`src/rtl/rc5_pkg.sv`:
```
// Shared constants, FSM state type and 16-bit rotate helpers for the RC5-16/r/16 block.
// Purely declarative; no latency and no backpressure of its own.
package rc5_pkg;

  localparam int W          = 16;
  localparam logic [W-1:0] P16 = 16'hB7E1;
  localparam logic [W-1:0] Q16 = 16'h9E37;
  localparam int MAX_ROUNDS = 31;
  localparam int T_MAX      = 64;
  localparam int RW         = $clog2(MAX_ROUNDS + 1);

  typedef enum logic [2:0] {IDLE, INIT, MIX, ENC, DEC, DONE} state_t;

  // Rotating a doubled word lets a plain shift do the wrap-around.
  function automatic logic [W-1:0] rotl(input logic [W-1:0] x, input logic [3:0] n);
    logic [2*W-1:0] w_tmp;
    w_tmp = {x, x} << n;
    return w_tmp[2*W-1:W];
  endfunction

  function automatic logic [W-1:0] rotr(input logic [W-1:0] x, input logic [3:0] n);
    logic [2*W-1:0] w_tmp;
    w_tmp = {x, x} >> n;
    return w_tmp[W-1:0];
  endfunction

endpackage

```
`src/rtl/rc5_key_sched.sv`:
```
// Key expansion: builds S (t cycles) then mixes S/L (3*max(t,8) cycles); S read as a word pair.
// o_ready marks the last mix cycle; i_start is only honoured while idle (no backpressure).
module rc5_key_sched
  import rc5_pkg::*;
(
  input  logic            clk,
  input  logic            rst,
  input  logic            i_start,
  input  logic [RW-1:0]   i_num_rounds,
  input  logic [127:0]    i_key,
  input  logic [RW-1:0]   i_rd_idx,
  output logic            o_init_last,
  output logic            o_ready,
  output logic [W-1:0]    o_s_even,
  output logic [W-1:0]    o_s_odd
);

  state_t       r_state;
  logic [W-1:0] r_s [T_MAX];
  logic [W-1:0] r_l [8];
  logic [6:0]   r_t;
  logic [7:0]   r_cnt;
  logic [7:0]   r_mix_len;
  logic [5:0]   r_i;
  logic [2:0]   r_j;
  logic [W-1:0] r_a;
  logic [W-1:0] r_b;
  logic [W-1:0] r_sval;

  logic [6:0]   w_t;
  logic [6:0]   w_t_m1;
  logic [7:0]   w_mix_len;
  logic [W-1:0] w_a_new;
  logic [W-1:0] w_ab2;
  logic [W-1:0] w_b_new;

  assign w_t       = {1'b0, i_num_rounds, 1'b0} + 7'd2;
  assign w_mix_len = (w_t < 7'd8) ? 8'd24 : ({1'b0, w_t} + {w_t, 1'b0});
  assign w_t_m1    = r_t - 7'd1;

  assign w_a_new = rotl(r_s[r_i] + r_a + r_b, 4'd3);
  assign w_ab2   = w_a_new + r_b;
  assign w_b_new = rotl(r_l[r_j] + w_ab2, w_ab2[3:0]);

  assign o_init_last = (r_state == INIT) && (r_cnt == {1'b0, w_t_m1});
  assign o_ready     = (r_state == MIX) && (r_cnt == r_mix_len - 8'd1);
  assign o_s_even    = r_s[{i_rd_idx, 1'b0}];
  assign o_s_odd     = r_s[{i_rd_idx, 1'b1}];

  always_ff @(posedge clk) begin
    if (rst) begin
      r_state   <= IDLE;
      r_t       <= '0;
      r_cnt     <= '0;
      r_mix_len <= '0;
      r_i       <= '0;
      r_j       <= '0;
      r_a       <= '0;
      r_b       <= '0;
      r_sval    <= '0;
      for (int k = 0; k < T_MAX; k++) r_s[k] <= '0;
      for (int k = 0; k < 8; k++)     r_l[k] <= '0;
    end else begin
      case (r_state)
        IDLE: begin
          if (i_start) begin
            r_state   <= INIT;
            r_t       <= w_t;
            r_mix_len <= w_mix_len;
            r_cnt     <= '0;
            r_sval    <= P16;
            for (int k = 0; k < 8; k++) r_l[k] <= i_key[16*k +: 16];
          end
        end
        INIT: begin
          r_s[r_cnt[5:0]] <= r_sval;
          r_sval          <= r_sval + Q16;
          if (o_init_last) begin
            r_state <= MIX;
            r_cnt   <= '0;
            r_i     <= '0;
            r_j     <= '0;
            r_a     <= '0;
            r_b     <= '0;
          end else begin
            r_cnt <= r_cnt + 8'd1;
          end
        end
        MIX: begin
          // A' and B' are written back into S[i] and L[j] as well as carried forward.
          r_s[r_i] <= w_a_new;
          r_l[r_j] <= w_b_new;
          r_a      <= w_a_new;
          r_b      <= w_b_new;
          r_i      <= ({1'b0, r_i} == w_t_m1) ? 6'd0 : r_i + 6'd1;
          r_j      <= r_j + 3'd1;
          if (o_ready) r_state <= IDLE;
          else         r_cnt   <= r_cnt + 8'd1;
        end
        default: r_state <= IDLE;
      endcase
    end
  end

endmodule

```
`src/rtl/rc5_algo.sv`:
```
// RC5-16/r/16 encrypt/decrypt engine; done pulses t + 3*max(t,8) + r + 2 cycles after a start.
// Starts are dropped while busy (no backpressure); d_out holds until the next completion or reset.
module rc5_algo
  import rc5_pkg::*;
(
  input  logic            clk,
  input  logic            rst,
  input  logic            encrypt,
  input  logic            decrypt,
  input  logic [RW-1:0]   num_rounds,
  input  logic [127:0]    key,
  input  logic [31:0]     d_in,
  output logic [31:0]     d_out,
  output logic            done
);

  state_t        r_state;
  logic          r_mode_enc;
  logic [RW-1:0] r_nr;
  logic [RW-1:0] r_round;
  logic [W-1:0]  r_a;
  logic [W-1:0]  r_b;

  logic          w_start;
  logic          w_ks_init_last;
  logic          w_ks_ready;
  logic [W-1:0]  w_s_even;
  logic [W-1:0]  w_s_odd;
  logic [W-1:0]  w_enc_a;
  logic [W-1:0]  w_enc_b;
  logic [W-1:0]  w_dec_a;
  logic [W-1:0]  w_dec_b;

  assign w_start = (r_state == IDLE) && (encrypt || decrypt);

  rc5_key_sched u_key_sched (
    .clk          (clk),
    .rst          (rst),
    .i_start      (w_start),
    .i_num_rounds (num_rounds),
    .i_key        (key),
    .i_rd_idx     (r_round),
    .o_init_last  (w_ks_init_last),
    .o_ready      (w_ks_ready),
    .o_s_even     (w_s_even),
    .o_s_odd      (w_s_odd)
  );

  // Second half of each round uses the freshly computed first half.
  assign w_enc_a = rotl(r_a ^ r_b, r_b[3:0]) + w_s_even;
  assign w_enc_b = rotl(r_b ^ w_enc_a, w_enc_a[3:0]) + w_s_odd;
  assign w_dec_b = rotr(r_b - w_s_odd, r_a[3:0]) ^ r_a;
  assign w_dec_a = rotr(r_a - w_s_even, w_dec_b[3:0]) ^ w_dec_b;

  always_ff @(posedge clk) begin
    if (rst) begin
      r_state    <= IDLE;
      r_mode_enc <= 1'b0;
      r_nr       <= '0;
      r_round    <= '0;
      r_a        <= '0;
      r_b        <= '0;
      d_out      <= '0;
      done       <= 1'b0;
    end else begin
      done <= 1'b0;
      case (r_state)
        IDLE: begin
          if (w_start) begin
            r_state    <= INIT;
            r_mode_enc <= encrypt;
            r_nr       <= num_rounds;
            r_a        <= d_in[15:0];
            r_b        <= d_in[31:16];
          end
        end
        INIT: if (w_ks_init_last) r_state <= MIX;
        MIX: begin
          if (w_ks_ready) begin
            r_state <= r_mode_enc ? ENC : DEC;
            r_round <= r_mode_enc ? '0 : r_nr;
          end
        end
        ENC: begin
          // Round index 0 is the whitening step.
          if (r_round == '0) begin
            r_a <= r_a + w_s_even;
            r_b <= r_b + w_s_odd;
          end else begin
            r_a <= w_enc_a;
            r_b <= w_enc_b;
          end
          if (r_round == r_nr) r_state <= DONE;
          else                 r_round <= r_round + 1'b1;
        end
        DEC: begin
          if (r_round == '0) begin
            r_a     <= r_a - w_s_even;
            r_b     <= r_b - w_s_odd;
            r_state <= DONE;
          end else begin
            r_a     <= w_dec_a;
            r_b     <= w_dec_b;
            r_round <= r_round - 1'b1;
          end
        end
        DONE: begin
          d_out   <= {r_b, r_a};
          done    <= 1'b1;
          r_state <= IDLE;
        end
        default: r_state <= IDLE;
      endcase
    end
  end

endmodule

```
`config.mk`:
```
export PLATFORM = sky130hd
export DESIGN_NAME = rc5_algo
export DESIGN_NICKNAME = d
export VERILOG_FILES = /design/src/rtl/rc5_pkg.sv /design/src/rtl/rc5_key_sched.sv /design/src/rtl/rc5_algo.sv
export SDC_FILE = /design/constraint.sdc
export NUM_CORES = 2
export LEC_CHECK = 0
export BUFFER_PORTS_ARGS = -buffer_cell sky130_fd_sc_hd__clkbuf_2
export CAP_MARGIN = 20
export CORE_UTILIZATION = 58
export DETAILED_ROUTE_END_ITERATION = 10
export PLACE_DENSITY = 0.76
export SKIP_LAST_GASP = 1
export SLEW_MARGIN = 20
export SYNTH_ARGS = -nofsm -noshare
export SYNTH_HDL_FRONTEND = slang
export SYNTH_SLANG_ARGS = --single-unit
export TNS_END_PERCENT = 10
```
`constraint.sdc`:
```
create_clock -name clk -period 10.75 [get_ports clk]
set_clock_uncertainty 0.1 [all_clocks]
set_input_delay 2.15 -clock clk [delete_from_list [all_inputs] [get_ports clk]]
set_output_delay 2.15 -clock clk [all_outputs]
set_load 0.01 [all_outputs]
```
==> impl_metrics.csv <==
group,metric,value,unit
synth,ys_ff_latch,1325,
floorplanning,fp.dieW,367.6,um
timing,hold_viol_final,0,
detailed_routing,drt_iter0_drc,9703,
critical_path,path_max_fanout,12,
finish,nets,6720,
clock_tree,cts-root-buf,"clkbuf_16",
global_routing,grt_overflow,0,
pwr,leakage,29.44,nW
global_routing,grt_use_met3,13.50,%
finish,drive_gt1_share,23.45,%
timing,setup_viol,0,
finish,instances_no_fill,8260,
detailed_routing,avgViaCountPerCell,7.157,
clock_tree,cts_htree_levels,4,
timing,period_minus_slack,10.27,ns
clock_tree,clock_sinks,1325,
detailed_routing,postRouteWirelength,265600,um
placement,dp_cells,7989,
placement,gp_congestion,1.066,
clock_tree,worstSkewPairLatency,0.81,ns
global_routing,antenna_found_initial,13,
finish,syn2layout_area_growth,10.99,%
critical_path,arrival,10.69,ns
placement,dp_slack,-0.1821,ns
synth,synthArstFlopShare,0,%
pwr,power.share.sequential,26.1,%
critical_path,cp_slowest_cell,"mux4_2",
critical_path,cp-start-kind,"register",
hold_path,worstHoldPathType,"register to register",
floorplanning,core,132000,um2
global_routing,grt_use_total,38.95,%
timing,fin_ws,0.4770,ns
floorplanning,die_h,367.6,um
detailed_routing,first_pass_iters,7,
timing,clock.fmax,0.09734,GHz
detailed_routing,vias,59120,
timing,slew_viol_final,0,
critical_path,worst_ep_required_time,11.17,ns
critical_path,endpoint_kind,"register",
pwr,p_sw,11.38,mW
placement,dp_hpwl,181900,um
timing,tightest_slew,1.272,ns
global_routing,busiest_layer,"met2",
placement,portBuffers,201,
pwr,p_int,14.02,mW
synth,synthCells,6304,
floorplanning,die-area,135100,um2
synth,synthFlopType,"edfxtp_1",
global_routing,grtUsageMet1,50.59,%
status,outcome,"finished clean",
pwr,pwr-share-comb,53.9,%
global_routing,grt_pass1_wl,382600,um
floorplanning,initial_core_util,58.75,%
synth,synth_edf_count,1152,
finish,n_fill_cell,9351,
synth,synth_area_leader_cell,"edfxtp_1",
detailed_routing,wire_per_inst,32.16,um
critical_path,crit_type,"register to register",
timing,period_share,95.56,%
detailed_routing,final_antenna_net_count,0,
clock_tree,cts_inserted_buffers,143,
clock_tree,cts_buffer_depth,3,
job,drv_cap,0,
detailed_routing,drcViolationCount,0,
pwr,peakVddDrop,0.0002822,V
synth,ys_types,102,
synth,yosysMostFrequentCell,"nor2_1",
floorplanning,io_pins,202,
pwr,p_per_area,295.2,nW/um2
synth,netlist_area,77520,um2
synth,syn_nets,6639,
synth,ys_seq_area_share,49.09,%
global_routing,grt_start_max_net_pins,74,
synth,synth_area_per_cell,12.30,um2
synth,synthTopCellsByCount,"nor2_1, edfxtp_1, mux4_2, nand2_1, clkbuf_1",
pwr,clkPwrFrac,20.0,%
pwr,netSwitchingFraction,44.80,%
floorplanning,rows,133,
critical_path,max_stage_delay,0.56,ns
clock_tree,cts.clk_slew.worst_paths,0.06,ns
timing,slew_headroom,15.20,%
global_routing,grtUsageMet2,56.98,%
synth,ys_top_cells_by_area,"edfxtp_1, mux4_2, nor2_1",
clock_tree,cts_tree,"yes",
synth,synth_top_area_share,44.62,%
global_routing,grt_pass1_vias,56720,
synth,yosys_warnings,0,
[layout by cell type, fill, tap and decap left out, types with 32 or more instances in the layout]
master and instances:
clkbuf_2 200, nor3_1 57, o221ai_1 41, dfxtp_1 163, inv_1 164, nand3_1 91
mux2_2 47, o211ai_1 36, ha_1 141, nand2_1 429, clkbuf_16 149, xnor2_1 122
mux4_2 691, a211oi_1 51, a21o_1 32, nand2b_1 80, a21oi_1 218, buf_4 233
nor2_1 1303, edfxtp_1 1152, mux2i_1 154, xor2_1 89, o21ai_0 203
[power by group through the flow]
stage,logic [mW],registers [mW],clock network [mW]
detailed placement,13.1,6.70,0
global route,14.6,6.66,5.25
floorplan,9.58,6.46,0
CTS,13.2,6.60,5.05
global placement,12.9,6.67,0
finish,13.7,6.63,5.07
[flip-flops by register name (all words and copies together) (netlist names), named ones only]
| signal | count |
|---|---|
| r_nr | 5 |
| u_key_sched.r_mix_len | 7 |
| u_key_sched.r_b | 16 |
| r_b | 16 |
| u_key_sched.r_t | 6 |
| u_key_sched.r_j | 3 |
| r_mode_enc | 1 |
| u_key_sched.r_sval | 16 |
| r_round | 5 |
| r_a | 16 |
| d_out | 32 |
| done | 1 |
| u_key_sched.r_state | 2 |
| u_key_sched.r_a | 16 |
| u_key_sched.r_s | 1024 |
| r_state | 3 |
| u_key_sched.r_l | 128 |
| u_key_sched.r_cnt | 8 |
| u_key_sched.r_i | 6 |
[area by class of cell]
class	count	area, um2	area share [%]
multi-input combinational	4283	37060	43.07
tap	1755	2196	2.552
clock inverter	83	863.3	1.003
sequential	1325	38090	44.27
antenna	5	12.51	0.01454
clock buffer	177	3861	4.488
timing repair buffer	461	3318	3.856
inverter	171	641.9	0.7460
[worst max-delay path, delay by kind of cell (launching register included)]
kind / cells / cell delay, ns
mux: 3 / 1.63
xor+xnor: 3 / 0.47
buf+inv: 3 / 0.57
fa+ha+maj: 4 / 1.30
compound gates: 18 / 3.86
flops: 1 / 0.43
simple gates: 9 / 1.59
[path summary, 6_finish.rpt]
path                               from                              end  slack, ns  depth (start not counted)
setup / recovery               register  u_key_sched.r_l[0][5]$_DFFE_PP_       0.48                         40
hold / removal    d_out[9]$_SDFFE_PP0P_            d_out[9]$_SDFFE_PP0P_       0.36                          2
setup reg to reg               register  u_key_sched.r_l[0][5]$_DFFE_PP_       0.48                         40
hold reg to reg   d_out[9]$_SDFFE_PP0P_            d_out[9]$_SDFFE_PP0P_       0.36                          2
[cell families after synthesis]
family,share of synthesized area (%)
multiplexers,23.20
XOR/XNOR,2.605
buffers and inverters,3.604
adder cells (fa/ha/maj),2.921
flip-flops,49.09
AO/OA/AOI/OAI,7.255
AND/OR/NAND/NOR,11.32
[routing by layer]
layer | up-vias | wire (um)
met3 | 887 | 41750
met1 | 28980 | 89070
li1 | 23870 | -
met4 | 16 | 18000
met2 | 5364 | 116700
met5 | - | 139
[per-stage QoR]
stage	utilization, %	area, um2	power [mW]	hold WS, ns	TNS, ns
after detailed placement	61.42	81050	19.77	0.3488	-2.178
after global routing	65.19	86030	26.46	0.3673	-0.9298
final	65.20	86040	25.40	0.3554	0
after global placement	61.41	81040	19.58	0.3419	0
after floorplan	-	77550	16.04	0.3250	0
after CTS	65.00	85780	24.83	0.3566	-1.439
[repair_timing]
action / in CTS / in global routing
gates cloned: 0 / 2
pin swaps: 0 / 4
buffers inserted: 0 / 4
gates resized for setup: 2 / 37
setup endpoints to repair: 37 / 144
hold buffers: 0 / 0
(Power assumes the default switching activity.)
